$ cat src/rtl/fp_pkg.sv
// Shared FP-core definitions: FALU opcodes, scheduler state encoding and
// a small compile-time helper.
package fp_pkg;

    localparam logic [4:0] FALU_FADD  = 5'd0;
    localparam logic [4:0] FALU_FSUB  = 5'd1;
    localparam logic [4:0] FALU_FMUL  = 5'd2;
    localparam logic [4:0] FALU_FDIV  = 5'd3;
    localparam logic [4:0] FALU_FSQRT = 5'd4;

    typedef enum logic {
        IDLE = 1'b0,
        BUSY = 1'b1
    } sched_state_t;

    function automatic int lat_max(input int a, input int b);
        return (a > b) ? a : b;
    endfunction

endpackage

$ cat src/rtl/hazard_detect.sv
// Load-use comparator between the load in EX and the sources read in ID.
// Integer x0 is hardwired zero and never conflicts; FP f0 is a normal register.
module hazard_detect
    import fp_pkg::*;
(
    input  logic       i_id_valid,
    input  logic       i_ex_valid,
    input  logic       i_ex_wb_sel,
    input  logic       i_ex_wb_int_en,
    input  logic       i_ex_wb_fp_en,
    input  logic [4:0] i_ex_rd_addr,
    input  logic [4:0] i_id_rs1_addr,
    input  logic [4:0] i_id_rs2_addr,
    input  logic       i_id_use_int_rs1,
    input  logic       i_id_use_int_rs2,
    input  logic       i_id_use_fp_rs1,
    input  logic       i_id_use_fp_rs2,
    output logic       o_lu
);

    logic w_rs1_match;
    logic w_rs2_match;
    logic w_int_hit;
    logic w_fp_hit;

    assign w_rs1_match = (i_id_rs1_addr == i_ex_rd_addr);
    assign w_rs2_match = (i_id_rs2_addr == i_ex_rd_addr);

    assign w_int_hit = i_ex_wb_int_en & (i_ex_rd_addr != 5'd0) &
                       ((i_id_use_int_rs1 & w_rs1_match) |
                        (i_id_use_int_rs2 & w_rs2_match));

    assign w_fp_hit  = i_ex_wb_fp_en &
                       ((i_id_use_fp_rs1 & w_rs1_match) |
                        (i_id_use_fp_rs2 & w_rs2_match));

    assign o_lu = i_id_valid & i_ex_valid & i_ex_wb_sel & (w_int_hit | w_fp_hit);

endmodule

$ cat src/rtl/fp_ex_scheduler.sv
// ID/EX pipeline control: sequences multi-cycle FDIV/FSQRT occupancy of EX,
// inserts load-use bubbles and counts stalled cycles.
module fp_ex_scheduler
    import fp_pkg::*;
#(
    parameter int DIV_LAT  = 8,
    parameter int SQRT_LAT = 12
) (
    input  logic        clk,
    input  logic        rst,
    input  logic        ex_valid,
    input  logic [4:0]  ex_falu_opcode,
    input  logic        ex_wb_sel,
    input  logic        ex_wb_int_en,
    input  logic        ex_wb_fp_en,
    input  logic [4:0]  ex_rd_addr,
    input  logic        id_valid,
    input  logic [4:0]  id_rs1_addr,
    input  logic [4:0]  id_rs2_addr,
    input  logic        id_use_int_rs1,
    input  logic        id_use_int_rs2,
    input  logic        id_use_fp_rs1,
    input  logic        id_use_fp_rs2,
    output logic        if_id_hold,
    output logic        id_ex_en,
    output logic        id_ex_bubble,
    output logic        falu_busy,
    output logic        falu_done,
    output logic [15:0] stall_cycles
);

    localparam int CNT_W = $clog2(lat_max(DIV_LAT, SQRT_LAT));

    sched_state_t     r_state;
    sched_state_t     w_state_nxt;
    logic [CNT_W-1:0] r_cnt;
    logic [CNT_W-1:0] w_cnt_nxt;
    logic [CNT_W-1:0] w_cnt_init;
    logic [15:0]      r_stall;

    logic w_is_div;
    logic w_is_sqrt;
    logic w_ex_multi;
    logic w_lu;
    logic w_hold;
    logic w_en;
    logic w_bubble;
    logic w_busy;
    logic w_done;

    assign w_is_div   = (ex_falu_opcode == FALU_FDIV);
    assign w_is_sqrt  = (ex_falu_opcode == FALU_FSQRT);
    assign w_ex_multi = ex_valid & (w_is_div | w_is_sqrt);
    // The entry cycle and the done cycle are both part of the occupancy, hence -2.
    assign w_cnt_init = w_is_div ? CNT_W'(DIV_LAT - 2) : CNT_W'(SQRT_LAT - 2);

    hazard_detect u_hazard_detect (
        .i_id_valid       (id_valid),
        .i_ex_valid       (ex_valid),
        .i_ex_wb_sel      (ex_wb_sel),
        .i_ex_wb_int_en   (ex_wb_int_en),
        .i_ex_wb_fp_en    (ex_wb_fp_en),
        .i_ex_rd_addr     (ex_rd_addr),
        .i_id_rs1_addr    (id_rs1_addr),
        .i_id_rs2_addr    (id_rs2_addr),
        .i_id_use_int_rs1 (id_use_int_rs1),
        .i_id_use_int_rs2 (id_use_int_rs2),
        .i_id_use_fp_rs1  (id_use_fp_rs1),
        .i_id_use_fp_rs2  (id_use_fp_rs2),
        .o_lu             (w_lu)
    );

    always_comb begin
        w_state_nxt = r_state;
        w_cnt_nxt   = r_cnt;
        w_hold      = 1'b0;
        w_en        = 1'b1;
        w_bubble    = 1'b0;
        w_busy      = 1'b0;
        w_done      = 1'b0;

        case (r_state)
            IDLE: begin
                if (w_ex_multi) begin
                    w_hold      = 1'b1;
                    w_en        = 1'b0;
                    w_cnt_nxt   = w_cnt_init;
                    w_state_nxt = BUSY;
                end else if (w_lu) begin
                    w_hold   = 1'b1;
                    w_bubble = 1'b1;
                end
            end
            BUSY: begin
                w_busy = 1'b1;
                if (r_cnt != '0) begin
                    w_hold    = 1'b1;
                    w_en      = 1'b0;
                    w_cnt_nxt = r_cnt - 1'b1;
                end else begin
                    w_done      = 1'b1;
                    w_state_nxt = IDLE;
                end
            end
            default: w_state_nxt = IDLE;
        endcase

        // Reset flushes a NOP into ID/EX regardless of the current state.
        if (!rst) begin
            w_hold   = 1'b0;
            w_en     = 1'b1;
            w_bubble = 1'b1;
            w_busy   = 1'b0;
            w_done   = 1'b0;
        end
    end

    always_ff @(posedge clk) begin
        if (!rst) begin
            r_state <= IDLE;
            r_cnt   <= '0;
            r_stall <= '0;
        end else begin
            r_state <= w_state_nxt;
            r_cnt   <= w_cnt_nxt;
            if (w_hold && (r_stall != 16'hFFFF)) begin
                r_stall <= r_stall + 16'd1;
            end
        end
    end

    assign if_id_hold   = w_hold;
    assign id_ex_en     = w_en;
    assign id_ex_bubble = w_bubble;
    assign falu_busy    = w_busy;
    assign falu_done    = w_done;
    assign stall_cycles = r_stall;

endmodule

$ cat config.mk
export PLATFORM = sky130hd
export DESIGN_NAME = fp_ex_scheduler
export DESIGN_NICKNAME = d
export VERILOG_FILES = /design/src/rtl/fp_pkg.sv /design/src/rtl/hazard_detect.sv /design/src/rtl/fp_ex_scheduler.sv
export SDC_FILE = /design/constraint.sdc
export NUM_CORES = 1
export LEC_CHECK = 0
export ABC_CLOCK_PERIOD_IN_PS = 2600
export CAP_MARGIN = 25
export CORE_MARGIN = 1
export CORE_UTILIZATION = 40
export DETAILED_ROUTE_END_ITERATION = 7
export GPL_ROUTABILITY_DRIVEN = 0
export PLACE_DENSITY = 0.85
export SYNTH_ARGS = -nofsm -noshare
export SYNTH_HDL_FRONTEND = slang
export SYNTH_SLANG_ARGS = --single-unit
$ cat constraint.sdc
create_clock -name clk -period 2.6 [get_ports clk]
set_input_delay 0.78 -clock clk [delete_from_list [all_inputs] [get_ports clk]]
set_output_delay 0.78 -clock clk [all_outputs]
set_load 0.02 [all_outputs]
# ---- Word level (Yosys, flattened, before mapping)
# Cells that the tools add are included.
dict set report totals {
  reg_bits 21
  in_bits 31
  out_inout_bits 21
}
dict set report classes {
  addsub 2
  n_eq_ne 7
  mux 22
  bitwise 16
  n_reduce_logical 4
}
# op count
set ops {}
lappend ops {{16-bit by 1-bit adder with 16-bit output, second input constant} 1}
lappend ops {{16-bit inequality test, second input constant} 1}
lappend ops {{1-bit 2-to-1 mux} 15}
lappend ops {{4-bit 2-to-1 mux} 3}
lappend ops {{1-bit AND} 11}
lappend ops {{5-bit equality test} 2}
lappend ops {{4-bit one-hot mux with 2 select lines} 1}
lappend ops {{1-bit one-hot mux with 2 select lines} 3}
lappend ops {{5-bit by 2-bit equality test with 1-bit output, second input constant} 1}
lappend ops {{5-bit by 3-bit equality test with 1-bit output, second input constant} 1}
lappend ops {{5-bit nonzero test} 1}
lappend ops {{1-bit bitwise OR} 4}
lappend ops {{4-bit nonzero test} 1}
lappend ops {{4-bit by 1-bit subtractor with 4-bit output, second input constant} 1}
lappend ops {{2-bit by 1-bit inequality test with 1-bit output, second input constant} 1}
lappend ops {{2-bit inequality test, second input constant} 1}
lappend ops {{2-bit AND reduction} 1}
lappend ops {{1-bit logical AND} 1}
lappend ops {{1-bit inverter} 1}

# ---- Longest topological paths before layout
# Gate-level depths: netlist of the first run.
dict set report logic_depth {
  ltp_word 11
  mapped_depth 10
}

# ---- By module
# Synthesis of the first run repeated with hierarchy kept, for this count alone.
dict set report hier_totals {
  cells_unflattened 164
  area_unflattened_um2 1310.0
}
# module n_inst cells_each area_per_inst_um2 seq_area_each_um2
set by_module_without_submodules {}
lappend by_module_without_submodules {fp_ex_scheduler 1 143 1152.4 420.4}
lappend by_module_without_submodules {hazard_detect 1 21 157.7 0.0}

# ---- Worst setup path after synthesis of the first run
# Ideal clock, no wire load.
dict set report synth_path {
  path_kind {input-to-output}
  start {input ex_rd_addr[1]}
  end {output if_id_hold}
  arrival_ps 2154
  slack_ps -334
  path_stages 7
  n_path_buf 2
  path_cell_list {xor2_1 -> nor3_4 -> a32oi_2 -> o221a_4 -> buf_6 -> buf_6 -> nor2_1}
}
dict set report synth_via {
  elab_chain_cells 10
}
# element line
set synth_lines {}
lappend synth_lines {{start: declaration} fp_ex_scheduler.sv:16} ;# input logic [4:0] ex_rd_addr,
lappend synth_lines {{5-bit equality test (on tied branches)} {hazard_detect.sv:26, hazard_detect.sv:27}}
lappend synth_lines {{1-bit AND (on tied branches)} -}
lappend synth_lines {{1-bit bitwise OR (on tied branches)} {hazard_detect.sv:30, hazard_detect.sv:34}}
lappend synth_lines {{1-bit AND (on tied branches)} {hazard_detect.sv:29, hazard_detect.sv:33}}
lappend synth_lines {{1-bit bitwise OR (*)} hazard_detect.sv:37} ;# assign o_lu = i_id_valid & i_ex_valid & i_ex_wb_sel & (w_int_hit | w_fp_hit);
lappend synth_lines {{1-bit AND (*)} hazard_detect.sv:37}
lappend synth_lines {{1-bit 2-to-1 mux (*)} fp_ex_scheduler.sv:89} ;# end else if (w_lu) begin
lappend synth_lines {{1-bit 2-to-1 mux (*)} fp_ex_scheduler.sv:84} ;# if (w_ex_multi) begin
lappend synth_lines {{1-bit one-hot mux with 2 select lines (*)} fp_ex_scheduler.sv:82} ;# case (r_state)
lappend synth_lines {{1-bit 2-to-1 mux (*)} fp_ex_scheduler.sv:109} ;# if (!rst) begin
lappend synth_lines {{end: declaration} fp_ex_scheduler.sv:24} ;# output logic if_id_hold,
# Every way passes the cells marked *; elsewhere a longest branch is shown, timed or not.

# ---- Worst setup path after layout of the first run
dict set report layout_path {
  start {input id_rs1_addr[1]}
  end {output if_id_hold}
}
dict set report layout_via {
  elab_chain_cells 10
}
# element line
set layout_lines {}
lappend layout_lines {{start: declaration} fp_ex_scheduler.sv:18} ;# input logic [4:0] id_rs1_addr,
lappend layout_lines {{5-bit equality test (*)} hazard_detect.sv:26} ;# assign w_rs1_match = (i_id_rs1_addr == i_ex_rd_addr);
lappend layout_lines {{1-bit AND (on tied branches)} {hazard_detect.sv:30, hazard_detect.sv:34}}
lappend layout_lines {{1-bit bitwise OR (on tied branches)} {hazard_detect.sv:30, hazard_detect.sv:34}}
lappend layout_lines {{1-bit AND (on tied branches)} {hazard_detect.sv:29, hazard_detect.sv:33}}
lappend layout_lines {{1-bit bitwise OR (*)} hazard_detect.sv:37}
lappend layout_lines {{1-bit AND (*)} hazard_detect.sv:37}
lappend layout_lines {{1-bit 2-to-1 mux (*)} fp_ex_scheduler.sv:89}
lappend layout_lines {{1-bit 2-to-1 mux (*)} fp_ex_scheduler.sv:84}
lappend layout_lines {{1-bit one-hot mux with 2 select lines (*)} fp_ex_scheduler.sv:82}
lappend layout_lines {{1-bit 2-to-1 mux (*)} fp_ex_scheduler.sv:109}
# Marks and branches as above.

==> reports/qor.yml, run 1 <==
placement:
  dp_cells: 276
  placed_area_sq_um: 2132
  portBuffers: 51
  dp_hpwl_mm: 3.074
pwr:
  switchingPower_mw: 0.1870
  ir_drop_mv: 0.2509
  power.total_mw: 0.6669
  pwr-share-clk_pct: 23.5
  switching_share_pct: 28.04
  p_int_mw: 0.4799
  power.density_nw_per_um2: 294.0
  p_seq_share_pct: 49.3
  power_frac_comb_pct: 27.3
  leakagePower_nw: 0.8498
global_route:
  grt_max_degree: 23
  grt_pass1_vias: 1478
  gr-total-overflow: 0
  grt_usage_pct: 23.59
  grt_pass1_wl_mm: 6.672
  antenna_found_initial: 0
sta:
  hold_viol: 0
  setup_slack_ps: -189.2
  relSlewSlack_pct: 79.67
  fin_skew_ps: 8.561
  max_freq_ghz: 0.3585
  fin_crit_sh_pct: 107.3
  rsz0062_at_grt: "true"
  tightest_slew_ps: 303.1
  period_minus_slack_ps: 2789
  finalSetupViolations: 2
  maxSlewViolCount: 0
drt:
  post_drt_wl_per_cell_um: 14.34
  drc_errors: 0
  wirelength_mm: 4.159
  vias: 1566
  drt_iter0_markers: 94
  drtPass1Iterations: 5
  postRouteAntennaNets: 0
  vias_per_cell: 5.400
critical_path:
  worstSetupEndpointType: "output port"
  slowest_delay_ps: 320
  crit_slowest_cell: "o221a_4"
  path_buf_inv: 2
  crit_fanout: 3
  timing.rr.end: "stall_cycles[3]"
  crit_type: "in2out"
  crit_chain: "buf_2 -> xor2_2 -> nor3_4 -> a32oi_4 -> o221a_4 -> nor2_4 -> buf_6"
  timing.critical_path.from_type: "primary input"
  rr_worst_depth: 10
  r2r_start: "r_cnt[1]"
  cp.required_ps: 1820
  crit_arrival_ps: 2010
  crit_family: "compound AO/OA/AOI/OAI gates"
  ff2ff_setup_slack_ps: 330
synthesis:
  yosysWarnings: 0
  syn_inst: 167
  synth_cell_types: 50
  synth_nets: 200
  ys.flop_type: "dfxtp_1"
  synth_area_sq_um: 1420
  synthArstFlopShare_pct: 0
  yosysTopAreaCellShare_pct: 29.60
  seq_area_frac_synth_pct: 29.60
  yosys.area.top_type: "dfxtp_1"
  ys_top_cells_by_area: "dfxtp_1 (30%), mux2i_1 (5.6%), xor2_1 (4.9%)"
  synth_edf_count: 0
  syn_area_per_cell_sq_um: 8.504
  ys_seq_elements: 21
floorplan:
  die_h_um: 61.59
  start_util_pct: 42.22
  rows: 21
  core_sq_um: 3363
  io-pin-count: 52
  die_x_um: 61.59
  dieArea_sq_um: 3793
flow_run:
  maxCapViolations: 0
clock_tree:
  ctsHoldBuffers: 0
  numClockSinks: 21
  cts_buffer_depth: 2
  path_clk_slew_ps: 110
  cts_max_level: 1
  clk_latency_ps: 300
  cts_tree: "yes"
  numCtsBuffers: 3
  cts_root_buffer: "clkbuf_4"
layout:
  stdcell_count: 290
  antennaDiodeCount: 0
  final_nets: 278
  drive_gt1_share_pct: 33.20
  design_area_sq_um: 2268
  final_common_cell: "buf_4"
  final_cell_mix: "buf_4 (30), dfxtp_1 (21), clkdlybuf4s50_1 (19)"
  syn2layout_area_growth_pct: 59.74
worst_hold_path:
  hold_start: "stall_cycles[5]"
  min_path_type: "reg2reg"
  whs_endpoint: "stall_cycles[5]"
  min_path_cells: 2
outcome:
  status: "complete, but fails checks"
  violations: "negative setup slack"
flip-flops by register name, summed over array words and instances (netlist names):
name          cells
r_cnt             4
r_state           1
stall_cycles     16
power by group through the flow:
stage | clock (mW) | sequential, mW | combinational [mW]
floorplan | 0 | 0.335 | 0.0702
global placement | 0 | 0.335 | 0.156
detailed placement | 0 | 0.335 | 0.161
CTS | 0.163 | 0.328 | 0.175
global route | 0.177 | 0.329 | 0.196
finish | 0.156 | 0.329 | 0.182
kinds of logic (layout without fill, tap and decap cells):
family,Yosys count,after routing,share of synthesized area (%)
flops,21,21,29.60
buf+inv,14,91,5.374
compound gates,36,36,17.89
xor+xnor,10,10,6.168
fa+ha+maj,2,2,1.762
mux,8,8,5.639
simple gates,76,76,33.57
synthesized netlist by cell type, drive strengths merged (2+ instances only):
cell    count
nor4        4
nor2        7
nand3       9
inv         6
a21oi      13
a211oi      3
clkbuf      2
and2        2
nand4       6
ha          2
nor3b       4
nand3b      2
nor2b       2
nor4b       2
dfxtp      21
nand2      15
a32oi       2
xor2        8
buf         5
and3        5
and4        2
o31ai       4
mux2i       8
or4         4
nand2b      4
xnor2       2
nor3        6
o21ai       4
worst min-delay path: stages, from the launching register on:
cell     delay (ps)
dfxtp_1         340
nand2_1          60
mux2i_1          60
how the worst max path moves through the flow:
stage,startpoint,end,slack (ps),cells past startpoint
2_1_floorplan,ex_rd_addr[4],if_id_hold,-180,7
3_3_place_gp,ex_rd_addr[4],if_id_hold,-1090,7
3_5_place_dp,ex_rd_addr[4],if_id_hold,-1140,7
4_1_cts,id_rs1_addr[4],if_id_hold,-160,7
5_1_grt,id_rs1_addr[1],if_id_hold,-240,7
6_report,id_rs1_addr[1],if_id_hold,-190,7
area by class of cell:
class	count	area, sq um
fill	293	1095
multi-input combinational	132	1061
timing repair buffer	80	676.9
sequential	21	420.4
tap	46	57.56
clock buffer	4	26.28
inverter	7	26.28
repair_timing:
| item | CTS | global route |
|---|---|---|
| gates resized for setup | 110 | 10 |
| endpoints found under the setup margin | 19 | 10 |
| setup buffers | 12 | 0 |
| pin swaps | 25 | 6 |
stage by stage:
step / utilization, % / setup WS, ps / hold slack, ps / setup TNS, ps
floorplan: - / -184.7 / 467.2 / -184.7
global placement: 63.39 / -1089 / 474.6 / -9741
detailed placement: 63.39 / -1144 / 476.1 / -10950
CTS: 67.15 / -157.4 / 492.0 / -237.7
global route: 67.45 / -236.6 / 511.1 / -486.5
finish: 67.45 / -189.2 / 491.3 / -292.8
layer usage:
metal / GRT usage [%] / wire length [um] / vias up
li1: - / - / 793
met1: 27.23 / 1683 / 731
met2: 44.70 / 2297 / 36
met3: 4.202 / 126 / 6
met4: 5.397 / 51 / 0
met5: 0 / 0 / -
Power figures use the tool's default switching activity.
==> run 2, diff against run 1 <==
--- a/config.mk
+++ b/config.mk
@@ -5,13 +5,13 @@
 export SDC_FILE = /design/constraint.sdc
 export NUM_CORES = 1
 export LEC_CHECK = 0
-export ABC_CLOCK_PERIOD_IN_PS = 2600
+export ABC_CLOCK_PERIOD_IN_PS = 3400
 export CAP_MARGIN = 25
 export CORE_MARGIN = 1
-export CORE_UTILIZATION = 40
+export CORE_UTILIZATION = 48
 export DETAILED_ROUTE_END_ITERATION = 7
 export GPL_ROUTABILITY_DRIVEN = 0
-export PLACE_DENSITY = 0.85
+export PLACE_DENSITY = 0.94
 export SYNTH_ARGS = -nofsm -noshare
 export SYNTH_HDL_FRONTEND = slang
 export SYNTH_SLANG_ARGS = --single-unit
==> constraint.sdc (replaced) <==
create_clock -name clk -period 3.4 [get_ports clk]
set_input_delay 1.02 -clock clk [delete_from_list [all_inputs] [get_ports clk]]
set_output_delay 1.02 -clock clk [all_outputs]
set_load 0.02 [all_outputs]
==> run 2 against run 1 <==
Global-route usage rose by 2.3 points; critical endpoint unchanged; hold slack improved by 1.5 ps; wire length fell by 2.2%; highest routed layer unchanged; setup slack improved by 260 ps; clock power fell by 19%; critical path depth did not move; sequential power fell by 24%; first-iteration DRC count fell by 52%; largest cell class unchanged; the flow now finishes without violations; via count rose by 1.1%; non-clock buffer count fell by 11; combinational power fell by 35%; power fell by 26%.
==> reports/qor.yml, run 2 (synthesis results as in run 1) <==
layout:
  fillers: 171
  final_cell_mix: "clkdlybuf4s50_1 (27), dfxtp_1 (21), buf_4 (18)"
  syn2layout_area_growth_pct: 50.22
  final_common_cell: "clkdlybuf4s50_1"
  drive_gt1_share_pct: 24.03
  largest_register_ffs: 16
  antennaDiodeCount: 0
  final_nets: 267
placement:
  dp_hpwl_mm: 2.821
  portBuffers: 51
pwr:
  leakagePower_nw: 0.8014
  power.density_nw_per_um2: 232.2
  ir_drop_mv: 0.2939
  power.total_mw: 0.4954
clock_tree:
  cts_max_level: 1
  numClockSinks: 21
  cts_buffer_depth: 2
  path_clk_slew_ps: 110
  numCtsBuffers: 3
  cts_tree: "yes"
  ctsHoldBuffers: 0
  cts_root_buffer: "clkbuf_4"
  clk_latency_ps: 320
worst_hold_path:
  whs_endpoint: "stall_cycles[5]"
  hold_start: "stall_cycles[5]"
  min_path_type: "reg2reg"
  min_path_cells: 2
sta:
  relSlewSlack_pct: 55.57
  fin_crit_sh_pct: 97.98
  maxSlewViolCount: 0
  hold_viol: 0
  period_minus_slack_ps: 3331
  max_freq_ghz: 0.3002
  finalSetupViolations: 0
  tightest_slew_ps: 666.5
  fin_skew_ps: 15.11
  finalSetupTns_ps: 0
critical_path:
  crit_fanout: 3
  timing.critical_path.from_type: "primary input"
  crit_arrival_ps: 2310
  rr_worst_depth: 10
  slowest_delay_ps: 320
  r2r_start: "r_cnt[0]"
  ff2ff_setup_slack_ps: 890
  crit_type: "in2out"
  cp.required_ps: 2380
  crit_chain: "clkdlybuf4s15_1 -> xor2_2 -> nor3_4 -> a32oi_2 -> o221a_4 -> nor2_4 -> buf_6"
  crit_slowest_cell: "o221a_4"
  worstSetupEndpointType: "output port"
  timing.rr.end: "stall_cycles[10]"
global_route:
  grt_max_degree: 23
  grt_pass1_wl_mm: 6.458
  grt_usage_pct: 25.90
  grt_pass1_vias: 1395
  antenna_found_initial: 0
  gr-total-overflow: 0
floorplan:
  die_x_um: 56.39
  rows: 19
  dieArea_sq_um: 3180
  start_util_pct: 51.06
  core_sq_um: 2781
  io-pin-count: 52
  die_h_um: 56.39
drt:
  vias: 1583
  wirelength_mm: 4.069
  drt_iter0_markers: 45
  post_drt_wl_per_cell_um: 15.41
  postRouteAntennaNets: 0
  drtPass1Iterations: 4
  drc_errors: 0
  vias_per_cell: 5.996
flow_run:
  maxCapViolations: 0
outcome:
  status: "finished, final reports clean"
## run 2: layout make-up
cell class | count | area [sq um] | area share, %
inverters | 7 | 26.28 | 1.232
repair buffers | 69 | 618.1 | 28.97
clock inverters | 1 | 5.005 | 0.2346
clock buffers | 3 | 22.52 | 1.056
flip-flops and latches | 21 | 420.4 | 19.71
multi-input cells | 132 | 1002 | 46.98
well taps | 31 | 38.79 | 1.818
## run 2: worst max path at each step
stage              startpoint    endpoint  slack (ps)  depth (start not counted)
6_report       id_rs1_addr[1]  if_id_hold          70                          7
5_1_grt         ex_rd_addr[3]  if_id_hold          -9                          7
4_1_cts              ex_valid  if_id_hold          10                          8
3_5_place_dp    ex_rd_addr[2]  if_id_hold        -740                          7
3_3_place_gp    ex_rd_addr[2]  if_id_hold        -690                          7
2_1_floorplan   ex_rd_addr[1]  if_id_hold          80                          7
## run 2: metal layers
layer | vias up | part of all wire [%] | routed length, um | track usage [%]
li1 | 760 | - | - | -
met1 | 760 | 43 | 1761 | 31.95
met2 | 51 | 50 | 2036 | 43.88
met3 | 12 | 3.5 | 144 | 5.760
met4 | 0 | 3.1 | 126 | 9.756
met5 | - | 0 | 0 | 0
## run 2: through the flow
| step | setup WS, ps | area, sq um | utilization (%) | cells | hold WS, ps |
|---|---|---|---|---|---|
| floorplan | 78.11 | 1423 | - | 167 | 467.2 |
| global placement | -686.4 | 2027 | 72.87 | 256 | 470.1 |
| detailed placement | -742.8 | 2027 | 72.87 | 256 | 480.0 |
| CTS | 13.70 | 2110 | 75.84 | 263 | 495.9 |
| global route | -8.738 | 2133 | 76.70 | 264 | 536.8 |
| finish | 68.75 | 2133 | 76.70 | 264 | 492.9 |
## run 2: power breakdown
group	switching [mW]	total, mW	internal [mW]	leakage, nW
sequential	0.00306	0.251	0.248	0.169
combinational	0.0585	0.118	0.0596	0.614
clock	0.0819	0.126	0.0440	0.0177
## run 2: timing repair
action                     in CTS  in global routing
pin swaps                      15                  9
buffers inserted                3                  1
resized for setup              49                 17
setup endpoints to repair       5                  3
## run 2: worst max-delay path, delay by kind of cell
family / cells / cell delay, ps
AOI/OAI and AO/OA: 2 / 480
and+or+nand+nor: 2 / 290
buffers and inverters: 2 / 320
xor gates and xnor gates: 1 / 200
==> run 3, diff against run 2 <==
--- a/config.mk
+++ b/config.mk
@@ -5,7 +5,7 @@
 export SDC_FILE = /design/constraint.sdc
 export NUM_CORES = 1
 export LEC_CHECK = 0
-export ABC_CLOCK_PERIOD_IN_PS = 3400
+export ABC_CLOCK_PERIOD_IN_PS = 4200
 export CAP_MARGIN = 25
 export CORE_MARGIN = 1
 export CORE_UTILIZATION = 48
==> constraint.sdc (replaced) <==
create_clock -name clk -period 4.2 [get_ports clk]
set_input_delay 1.26 -clock clk [delete_from_list [all_inputs] [get_ports clk]]
set_output_delay 1.26 -clock clk [all_outputs]
set_load 0.02 [all_outputs]
==> run 3 against run 2 <==
The flow now finishes with violations (negative setup slack); clock power is 23% lower; wire length is 10% lower; highest routed layer unchanged; hold slack better by 6.9 ps; largest power group unchanged.
==> reports/qor.yml, run 3 (synthesis results as in run 1) <==
outcome:
  status: "complete, but fails checks"
  violations: "negative setup slack"
sta:
  fin_skew_ps: 12.52
  max_freq_ghz: 0.2379
  maxSlewViolCount: 0
  setup_slack_ps: -4.124
  hold_viol: 0
  period_minus_slack_ps: 4204
  tightest_slew_ps: 696.7
  relSlewSlack_pct: 53.55
  hold_slack_ps: 499.8
  fin_crit_sh_pct: 100.1
  finalSetupViolations: 1
  rsz0062_at_grt: "true"
critical_path:
  timing.critical_path.from_type: "primary input"
  cp-startpoint: "id_rs1_addr[1]"
  crit_slowest_cell: "clkdlybuf4s50_1"
  rr_worst_depth: 8
  crit_chain: "clkdlybuf4s50_1 -> xor2_2 -> nor3_4 -> a32oi_2 -> o221a_4 -> nor2_1 -> buf_2"
  crit_fanout: 3
  crit_arrival_ps: 2940
  cp.required_ps: 2940
  worstSetupEndpointType: "output port"
  path_buf_inv: 2
  r2r_start: "r_cnt[1]"
  cp.depth: 7
  slowest_delay_ps: 450
  crit_family: "buffers and inverters"
  crit_type: "in2out"
drt:
  vias_per_cell: 5.800
  drt_iter0_markers: 33
  post_drt_wl_per_cell_um: 14.34
  drc_errors: 0
  vias: 1479
  drtPass1Iterations: 4
  wirelength_mm: 3.657
  postRouteAntennaNets: 0
global_route:
  grt_pass1_vias: 1387
  grt_usage_pct: 23.16
  antenna_found_initial: 0
  grt_max_degree: 23
  gr-total-overflow: 0
  grt_pass1_wl_mm: 5.885
clock_tree:
  clk_latency_ps: 300
  numClockSinks: 21
  cts_setup_buffers: 0
  numCtsBuffers: 3
  cts_buffer_depth: 2
  cts_tree: "yes"
  path_clk_slew_ps: 100
  ctsHoldBuffers: 0
  cts_max_level: 1
  cts_root_buffer: "clkbuf_4"
pwr:
  power.density_nw_per_um2: 189.2
  leakagePower_nw: 0.7229
  power.total_mw: 0.3908
  ir_drop_mv: 0.2536
layout:
  final_cell_mix: "clkdlybuf4s50_1 (45), dfxtp_1 (21), nand2_1 (14)"
  drive_gt1_share_pct: 15.18
  antennaDiodeCount: 0
  final_common_cell: "clkdlybuf4s50_1"
  largest_register_ffs: 16
  fillers: 190
  design_area_sq_um: 2066
  syn2layout_area_growth_pct: 45.46
  final_nets: 258
  finish.utilization_pct: 74.27
floorplan:
  die_h_um: 56.39
  core_sq_um: 2781
  rows: 19
  dieArea_sq_um: 3180
  start_util_pct: 51.06
  io-pin-count: 52
  die_x_um: 56.39
placement:
  placed_area_sq_um: 1987
  dp_hpwl_mm: 2.676
  portBuffers: 51
flow_run:
  maxCapViolations: 0
worst_hold_path:
  hold_start: "stall_cycles[5]"
  min_path_cells: 2
  min_path_type: "reg2reg"
run 3: cell count changes in the layout (fill, tap and decap cells not counted), moves of 2 or more:
cell / change
nor2_1: +2
buf_4: -9
buf_6: -2
clkdlybuf4s50_1: +18
dlygate4sd2_1: -10
clkbuf_2: -3
clkdlybuf4s15_1: -2
run 3: where the power goes:
part | switching [mW] | internal (mW)
registers | 0.00239 | 0.201
logic | 0.0434 | 0.0476
clock network | 0.0595 | 0.0370
total | 0.105 | 0.286
run 3: tightest hold or removal path, delay by kind of cell (launching register included):
kind | cells | cell delay (ps)
flip-flops | 1 | 340
multiplexers | 1 | 60
AND/OR/NAND/NOR | 1 | 60
run 3: final timing paths:
path	end	slack, ps
max	if_id_hold	-4
min	stall_cycles[5]	500
max reg2reg	stall_cycles[11]	1870
min reg2reg	stall_cycles[5]	500
run 3: layout make-up:
type / count / area, sq um / area share [%]
multi-input combinational: 132 / 973.4 / 47.12
clock buffer: 4 / 26.28 / 1.272
timing repair buffer: 60 / 580.6 / 28.10
inverter: 7 / 26.28 / 1.272
tap: 31 / 38.79 / 1.878
sequential: 21 / 420.4 / 20.35
run 3: metal layers:
| layer | part of all wire (%) | track usage (%) | wire, um |
|---|---|---|---|
| met1 | 42 | 25.75 | 1542 |
| met5 | 0 | 0 | 0 |
| met2 | 52 | 44.05 | 1898 |
| met3 | 3.7 | 5.300 | 136 |
| met4 | 2.2 | 5.575 | 79 |
run 3: stage by stage:
step	TNS [ps]	setup WS (ps)	instances
floorplan	0	306.2	167
global placement	-896.7	-384.9	251
detailed placement	-1050	-466.0	251
CTS	0	14.10	255
global route	-83.43	-63.14	255
finish	-4.124	-4.124	255
run 3: what timing repair did:
action | in CTS | in global routing
resized for setup | 13 | 8
pin swaps | 1 | 1
endpoints found under the setup margin | 3 | 3
